### config.mk
export PLATFORM = sky130hd
export DESIGN_NAME = avalon_mem_arbiter
export DESIGN_NICKNAME = d
export VERILOG_FILES = /design/src/rtl/avalon_mem_arbiter.sv
export SDC_FILE = /design/constraint.sdc
export NUM_CORES = 1
export LEC_CHECK = 0
export ABC_AREA = 0
export BUFFER_PORTS_ARGS = -buffer_cell sky130_fd_sc_hd__buf_2
export CAP_MARGIN = 25
export CORE_AREA = 2 2 121 123
export DETAILED_ROUTE_END_ITERATION = 6
export DIE_AREA = 0 0 123 125
export PLACE_DENSITY = 0.51
export SYNTH_ARGS = -nofsm -noshare
export SYNTH_HDL_FRONTEND = slang
export SYNTH_SLANG_ARGS = --single-unit
### constraint.sdc
create_clock -name clk -period 1.7 [get_ports clk]
set_input_delay 0.17 -clock clk [delete_from_list [all_inputs] [get_ports clk]]
set_output_delay 0.17 -clock clk [all_outputs]
set_load 0.1 [all_outputs]
### src/rtl/avalon_mem_arbiter.sv
// Round-robin arbiter that shares one Avalon-MM RAM slave between an instruction
// fetch master (m0) and a data master (m1), granting one whole transaction at a time.
module avalon_mem_arbiter #(
   parameter int ADDR_W  = 32,
   parameter int DATA_W  = 32,
   parameter int TIMEOUT = 1023
) (
   input  logic                clk,
   input  logic                reset,
   input  logic [ADDR_W-1:0]   m0_address,
   input  logic                m0_read,
   input  logic                m0_write,
   input  logic [DATA_W-1:0]   m0_writedata,
   input  logic [DATA_W/8-1:0] m0_byteenable,
   output logic                m0_waitrequest,
   output logic [DATA_W-1:0]   m0_readdata,
   input  logic [ADDR_W-1:0]   m1_address,
   input  logic                m1_read,
   input  logic                m1_write,
   input  logic [DATA_W-1:0]   m1_writedata,
   input  logic [DATA_W/8-1:0] m1_byteenable,
   output logic                m1_waitrequest,
   output logic [DATA_W-1:0]   m1_readdata,
   output logic [ADDR_W-1:0]   s_address,
   output logic                s_read,
   output logic                s_write,
   output logic [DATA_W-1:0]   s_writedata,
   output logic [DATA_W/8-1:0] s_byteenable,
   input  logic                s_waitrequest,
   input  logic [DATA_W-1:0]   s_readdata,
   output logic [1:0]          grant,
   output logic                err
);

   localparam int CNT_W = (TIMEOUT > 0) ? $clog2(TIMEOUT + 1) : 1;
   localparam logic [CNT_W-1:0] CNT_MAX  = CNT_W'(TIMEOUT);
   localparam logic [CNT_W-1:0] CNT_LAST = CNT_W'((TIMEOUT > 0) ? TIMEOUT - 1 : 0);

   typedef enum logic [1:0] {
      IDLE   = 2'd0,
      GRANT0 = 2'd1,
      GRANT1 = 2'd2
   } state_t;

   state_t           state;
   state_t           state_nxt;
   logic             last;
   logic [CNT_W-1:0] wd_cnt;
   logic             req0;
   logic             req1;
   logic             granted;
   logic             stall;

   assign req0    = m0_read | m0_write;
   assign req1    = m1_read | m1_write;
   assign granted = (state == GRANT0) || (state == GRANT1);
   assign stall   = granted && s_waitrequest;

   always_comb begin
      state_nxt      = state;
      s_address      = '0;
      s_read         = 1'b0;
      s_write        = 1'b0;
      s_writedata    = '0;
      s_byteenable   = '0;
      m0_waitrequest = 1'b1;
      m0_readdata    = '0;
      m1_waitrequest = 1'b1;
      m1_readdata    = '0;
      grant          = 2'b00;
      case (state)
         IDLE: begin
            if (req0 && req1)
               state_nxt = last ? GRANT0 : GRANT1;
            else if (req0)
               state_nxt = GRANT0;
            else if (req1)
               state_nxt = GRANT1;
         end
         GRANT0: begin
            s_address      = m0_address;
            s_read         = m0_read;
            s_write        = m0_write;
            s_writedata    = m0_writedata;
            s_byteenable   = m0_byteenable;
            m0_waitrequest = s_waitrequest;
            m0_readdata    = s_readdata;
            grant          = 2'b01;
            // A dropped request is treated like a completion: release the slave.
            if (!req0 || !s_waitrequest)
               state_nxt = IDLE;
         end
         GRANT1: begin
            s_address      = m1_address;
            s_read         = m1_read;
            s_write        = m1_write;
            s_writedata    = m1_writedata;
            s_byteenable   = m1_byteenable;
            m1_waitrequest = s_waitrequest;
            m1_readdata    = s_readdata;
            grant          = 2'b10;
            if (!req1 || !s_waitrequest)
               state_nxt = IDLE;
         end
         default: state_nxt = IDLE;
      endcase
   end

   always_ff @(posedge clk) begin
      if (reset) begin
         state  <= IDLE;
         last   <= 1'b1;
         err    <= 1'b0;
         wd_cnt <= '0;
      end else begin
         state <= state_nxt;
         if (granted && state_nxt == IDLE)
            last <= (state == GRANT1);
         // Watchdog counts consecutive stalled grant cycles and saturates.
         if (!granted || state_nxt == IDLE)
            wd_cnt <= '0;
         else if (stall && wd_cnt != CNT_MAX)
            wd_cnt <= wd_cnt + CNT_W'(1);
         if (TIMEOUT > 0 && stall && wd_cnt == CNT_LAST)
            err <= 1'b1;
      end
   end

endmodule

# --- Word-level counts from Yosys, hierarchy flattened ---
# Cells that the tools add are included.
word_totals:
  wordCells: 44
  romBits: 0
  reg_bits: 14
  n_memories: 0
  in_bits: 175
  latch_bits: 0
  out_inout_bits: 139
  ramBits: 0
classes:
  n_eq_ne: 4
  mux: 17
  magnitude_cmp: 0
  bitwise_logic: 2
  mul: 0
  add_sub_neg: 1
  reduce_logical: 16
  shifts: 0
  div: 0
ops:
  columns: ["op", "count"]
  rows:
  - ["case mux 32 bit (2 select lines)", 2]
  - ["2-to-1 mux 32 bit", 2]
  - ["2-to-1 mux 2 bit", 6]
  - ["adder 10 x 1 -> 10 bit (second input constant)", 1]
  - ["== test 10 bit (second input constant)", 1]
  - ["!= test 10 bit (second input constant)", 1]
  - ["case mux 4 bit (2 select lines)", 1]
  - ["case mux 2 bit (3 select lines)", 1]
  - ["logical AND 1 bit", 5]
  - ["logical NOT 1 bit", 4]
  - ["logical NOT 2 bit", 2]
  - ["logical OR 1 bit", 4]
  - ["case mux 1 bit (2 select lines)", 2]
  - ["case mux 2 bit (2 select lines)", 1]
  - ["== test 2 x 1 -> 1 bit (second input constant)", 1]
  - ["== test 2 bit (second input constant)", 1]
  - ["2-to-1 mux 1 bit", 2]
  - ["OR 1 bit", 2]
  - ["OR reduction 2 bit", 1]

# --- Logic depth before layout (Yosys ltp) ---
logic_depth:
  word_depth: 8
  mapped_depth: 8
  depth_no_buf: 7

# --- Worst setup path before layout ---
# Ideal clock, no wire load.
synth_timing:
  kind: "reg2out"
  startpoint: "register state[1]"
  endpoint: "output s_address[21]"
  required_ns: 1.530
  stages_incl_launch_ff: 8
  path_slack_ns: -1.824
  arrival_time_ns: 3.354
  path_buffers: 3
  cell_sequence: "dfxtp_1 > inv_1 > ha_1 > clkbuf_1 > buf_2 > buf_1 > a22oi_1 > nor2b_1"
synth_via:
  elab_chain_cells: 2
  elab_cells_between_ends: 3
  cone_classes: "2 x eq/ne; 1 x mux"
synth_rtl:
  columns: ["item", "line_no", "rtl"]
  rows:
  - ["start, declared", "45", "state_t state;"]
  - ["start signal, assigned", "116", "state <= state_nxt;"]
  - ["== test 2 bit or == test 2 x 1 -> 1 bit (tied branches)", "71", "case (state)"]
  - ["case mux 32 bit (2 select lines) (*)", "71", null]
  - ["end, declared", "24", "output logic [ADDR_W-1:0] s_address,"]
# Mark *: on every way between the ends. The rest lies on a longest branch, timed or not.

# --- Worst setup path in the final report ---
layout_timing:
  startpoint: "register state[1]"
  endpoint: "output s_address[4]"
# Same word-level chain as after synthesis.

==> flow_summary.yaml <==
floorplan:
  initial_core_util: 0.167
  ios: 314
  die_y_um: 125
  die_w_um: 123
  dieArea_um2: 15400
  fp.coreArea_um2: 14200
  num_rows: 44
timing:
  rsz0062_at_grt: "yes"
  setup_viol: 131
  slew_headroom: 0.581
  fin_crit_sh: 1.13
  slew_violations: 0
  whs_ps: 195
  worst_pin_slew_ps: 621
  min_period_ps: 1920
  clock_skew_ps: 1.22
  tns_ps: -13630
  fmax_mhz: 521
  hold_violations: 0
  setup_slack_ps: -221
detailed_routing:
  routed_wl_um: 17300
  drtPass1Iterations: 4
  ant_nets: 0
  first_iter_violations: 128
  via_per_inst: 4.59
  via_count: 4074
  wl_per_cell_um: 19.5
  drc: 0
cells_and_area:
  nFillCells: 1131
  final_common_cell: "buf_2"
  final_layout_size_suffix_gt1_frac: 0.907
  finalNetCount: 884
  area_delta_synth_final_pct: 260
  finalNonFillerCells: 888
  mostFrequentLayoutCells: "buf_2, buf_12, nor2b_4"
logic_synthesis:
  syn_avg_cell_area_um2: 7.13
  synth_edf_count: 0
  ys_seq_area_frac: 0.118
  synth_seq_cells: 14
  netlist_area_um2: 2370
  yosysUniqueCellTypes: 38
  synthCells: 332
  synth_nets: 514
  yosys_warnings: 0
  ys.flop_type: "dfxtp_1"
  ys_async_sr_fraction: 0
setup_path:
  crit_family: "buffers and inverters"
  timing.rr.start: "state[0]"
  cp-start-kind: "flop"
  end_kind: "primary output"
  path_common_cell: "buf_12"
  crit_type: "reg -> out"
  worstPathArrival_ps: 1750
  r2r_setup_slack_ps: -150
  crit_buf_inv: 4
  r2r_end: "last"
  max_stage_delay_ps: 380
  worst-path-max-fanout: 17
  cp_slowest_cell: "dfxtp_4"
  ff2ff_path_depth: 10
  cp.depth: 7
  critPathCapture: "s_address[4]"
  crit_chain: "buf_6 > ha_4 > buf_12 > a22oi_1 > buf_4 > nor2b_4 > buf_12"
  cp.required_ps: 1530
  cp-startpoint: "state[1]"
global_routing:
  antenna_found_initial: 3
  grt_pass1_wl_um: 23600
  grt_pass1_vias: 4330
  grt-ovfl-total: 0
  grt_max_degree: 37
  grt_util_all_layers: 0.196
placement:
  dp.cells: 835
  io_buffers: 313
  place_congestion: 0.914
  hpwl_um: 11700
run:
  maxCapViolCount: 0
cts:
  cts_made_buffers: 3
  cts_tree: "done"
  cts_hold_buf: 0
  root_buffer: "clkbuf_16"
  cts_max_path_buffers: 2
  htreeDepth: 1
  path_clk_slew_ps: 50
  clk_latency_ps: 240
  clock-sinks: 14
power:
  power.switching_mw: 4.66
  p_per_area_nw_per_um2: 1060
  ir_drop_uv: 593
  seqPwrFrac: 0.041
  p_leak_nw: 3.48
  swShare: 0.516
  p_int_mw: 4.36
  clkPwrFrac: 0.054
  p_comb_frac: 0.905
status:
  violations: "setup timing"
  status: "finished, violations left"
hold_path:
  min_path_type: "in -> reg"
==> cell usage after synthesis, types with 2 or more instances <==
cell	count	area, µm²
clkbuf_1	24	90.1
xnor2_1	6	52.6
nor3_2	2	20.0
o211ai_1	2	15.0
nor2_2	3	18.8
a31oi_1	3	18.8
nand2b_1	2	12.5
dfxtp_1	14	280
nor2b_1	74	463
nand2_1	6	22.5
buf_1	7	26.3
ha_1	7	87.6
inv_1	5	18.8
and2_1	64	400
o21ai_0	2	10.0
a21oi_1	2	10.0
a22oi_1	70	526
mux2i_1	2	20.0
nand3_1	2	10.0
o211a_1	2	20.0
nor2_1	14	52.6
a311oi_2	2	30.0
buf_2	2	10.0
==> power groups by stage <==
stage               Clock, mW  Combinational [mW]  Sequential [mW]
floorplan                   0                4.37            0.373
global placement            0                6.67            0.367
detailed placement          0                6.74            0.369
CTS                     0.502                7.70            0.365
global route            0.521                8.41            0.368
finish                  0.488                8.17            0.366
==> worst min-delay path by stage <==
| stage | from | to | depth (start not counted) |
|---|---|---|---|
| after CTS | reset | state[1] | 2 |
| final | reset | state[0] | 2 |
| after global routing | reset | state[0] | 2 |
| after floorplan | reset | state[1] | 1 |
| after global placement | reset | state[1] | 2 |
| after detailed placement | reset | state[1] | 2 |
==> sequential cells by signal, indices dropped and copies added (netlist names) <==
register  count
last          1
err           1
state         2
wd_cnt       10
==> layer usage <==
metal  vias to the layer above  wire [µm]  track usage
met5                         -          0            0
met1                      1950       5950        0.206
met2                       171       9860        0.395
met4                         0        431       0.0461
li1                       1923          -            -
met3                        30       1060       0.0310
==> cell families (layout without fill, tap and decap cells) <==
group | count (synthesis) | after routing | synth area share
AND/OR/NAND/NOR | 174 | 174 | 0.453
AO/OA/AOI/OAI | 90 | 90 | 0.297
buffers and inverters | 39 | 408 | 0.0645
flip-flops | 14 | 14 | 0.118
adder cells (fa/ha/maj) | 7 | 7 | 0.0370
XOR/XNOR | 6 | 6 | 0.0222
multiplexers | 2 | 2 | 0.00846
other | 0 | 3 | 0
==> through the flow <==
step | setup WS [ps] | cell area, µm² | util | power (mW)
4_1_cts | -218 | 8120 | 0.572 | 8.57
6_report | -221 | 8520 | 0.600 | 9.02
5_1_grt | -286 | 8520 | 0.600 | 9.30
3_5_place_dp | -28.9 | 7240 | 0.510 | 7.11
2_1_floorplan | -264 | 3200 | - | 4.75
3_3_place_gp | -48.3 | 7240 | 0.510 | 7.04
==> final cells by class <==
class | count | area (µm²) | area share
Multi-Input combinational cell | 279 | 3060 | 0.359
Clock buffer | 4 | 88.8 | 0.0104
Inverter | 5 | 21.3 | 0.00250
Antenna cell | 3 | 7.51 | 0.000881
Sequential cell | 14 | 285 | 0.0335
Timing Repair Buffer | 399 | 4830 | 0.567
Tap cell | 184 | 230 | 0.0270
==> what timing repair did <==
action                                  in CTS  in global routing
pin swaps                                   13                 12
endpoints found under the setup margin     105                146
buffers inserted                            15                 13
resized for setup                           93                 64
gates cloned                                12                 12
Power figures use the tool's default switching activity.
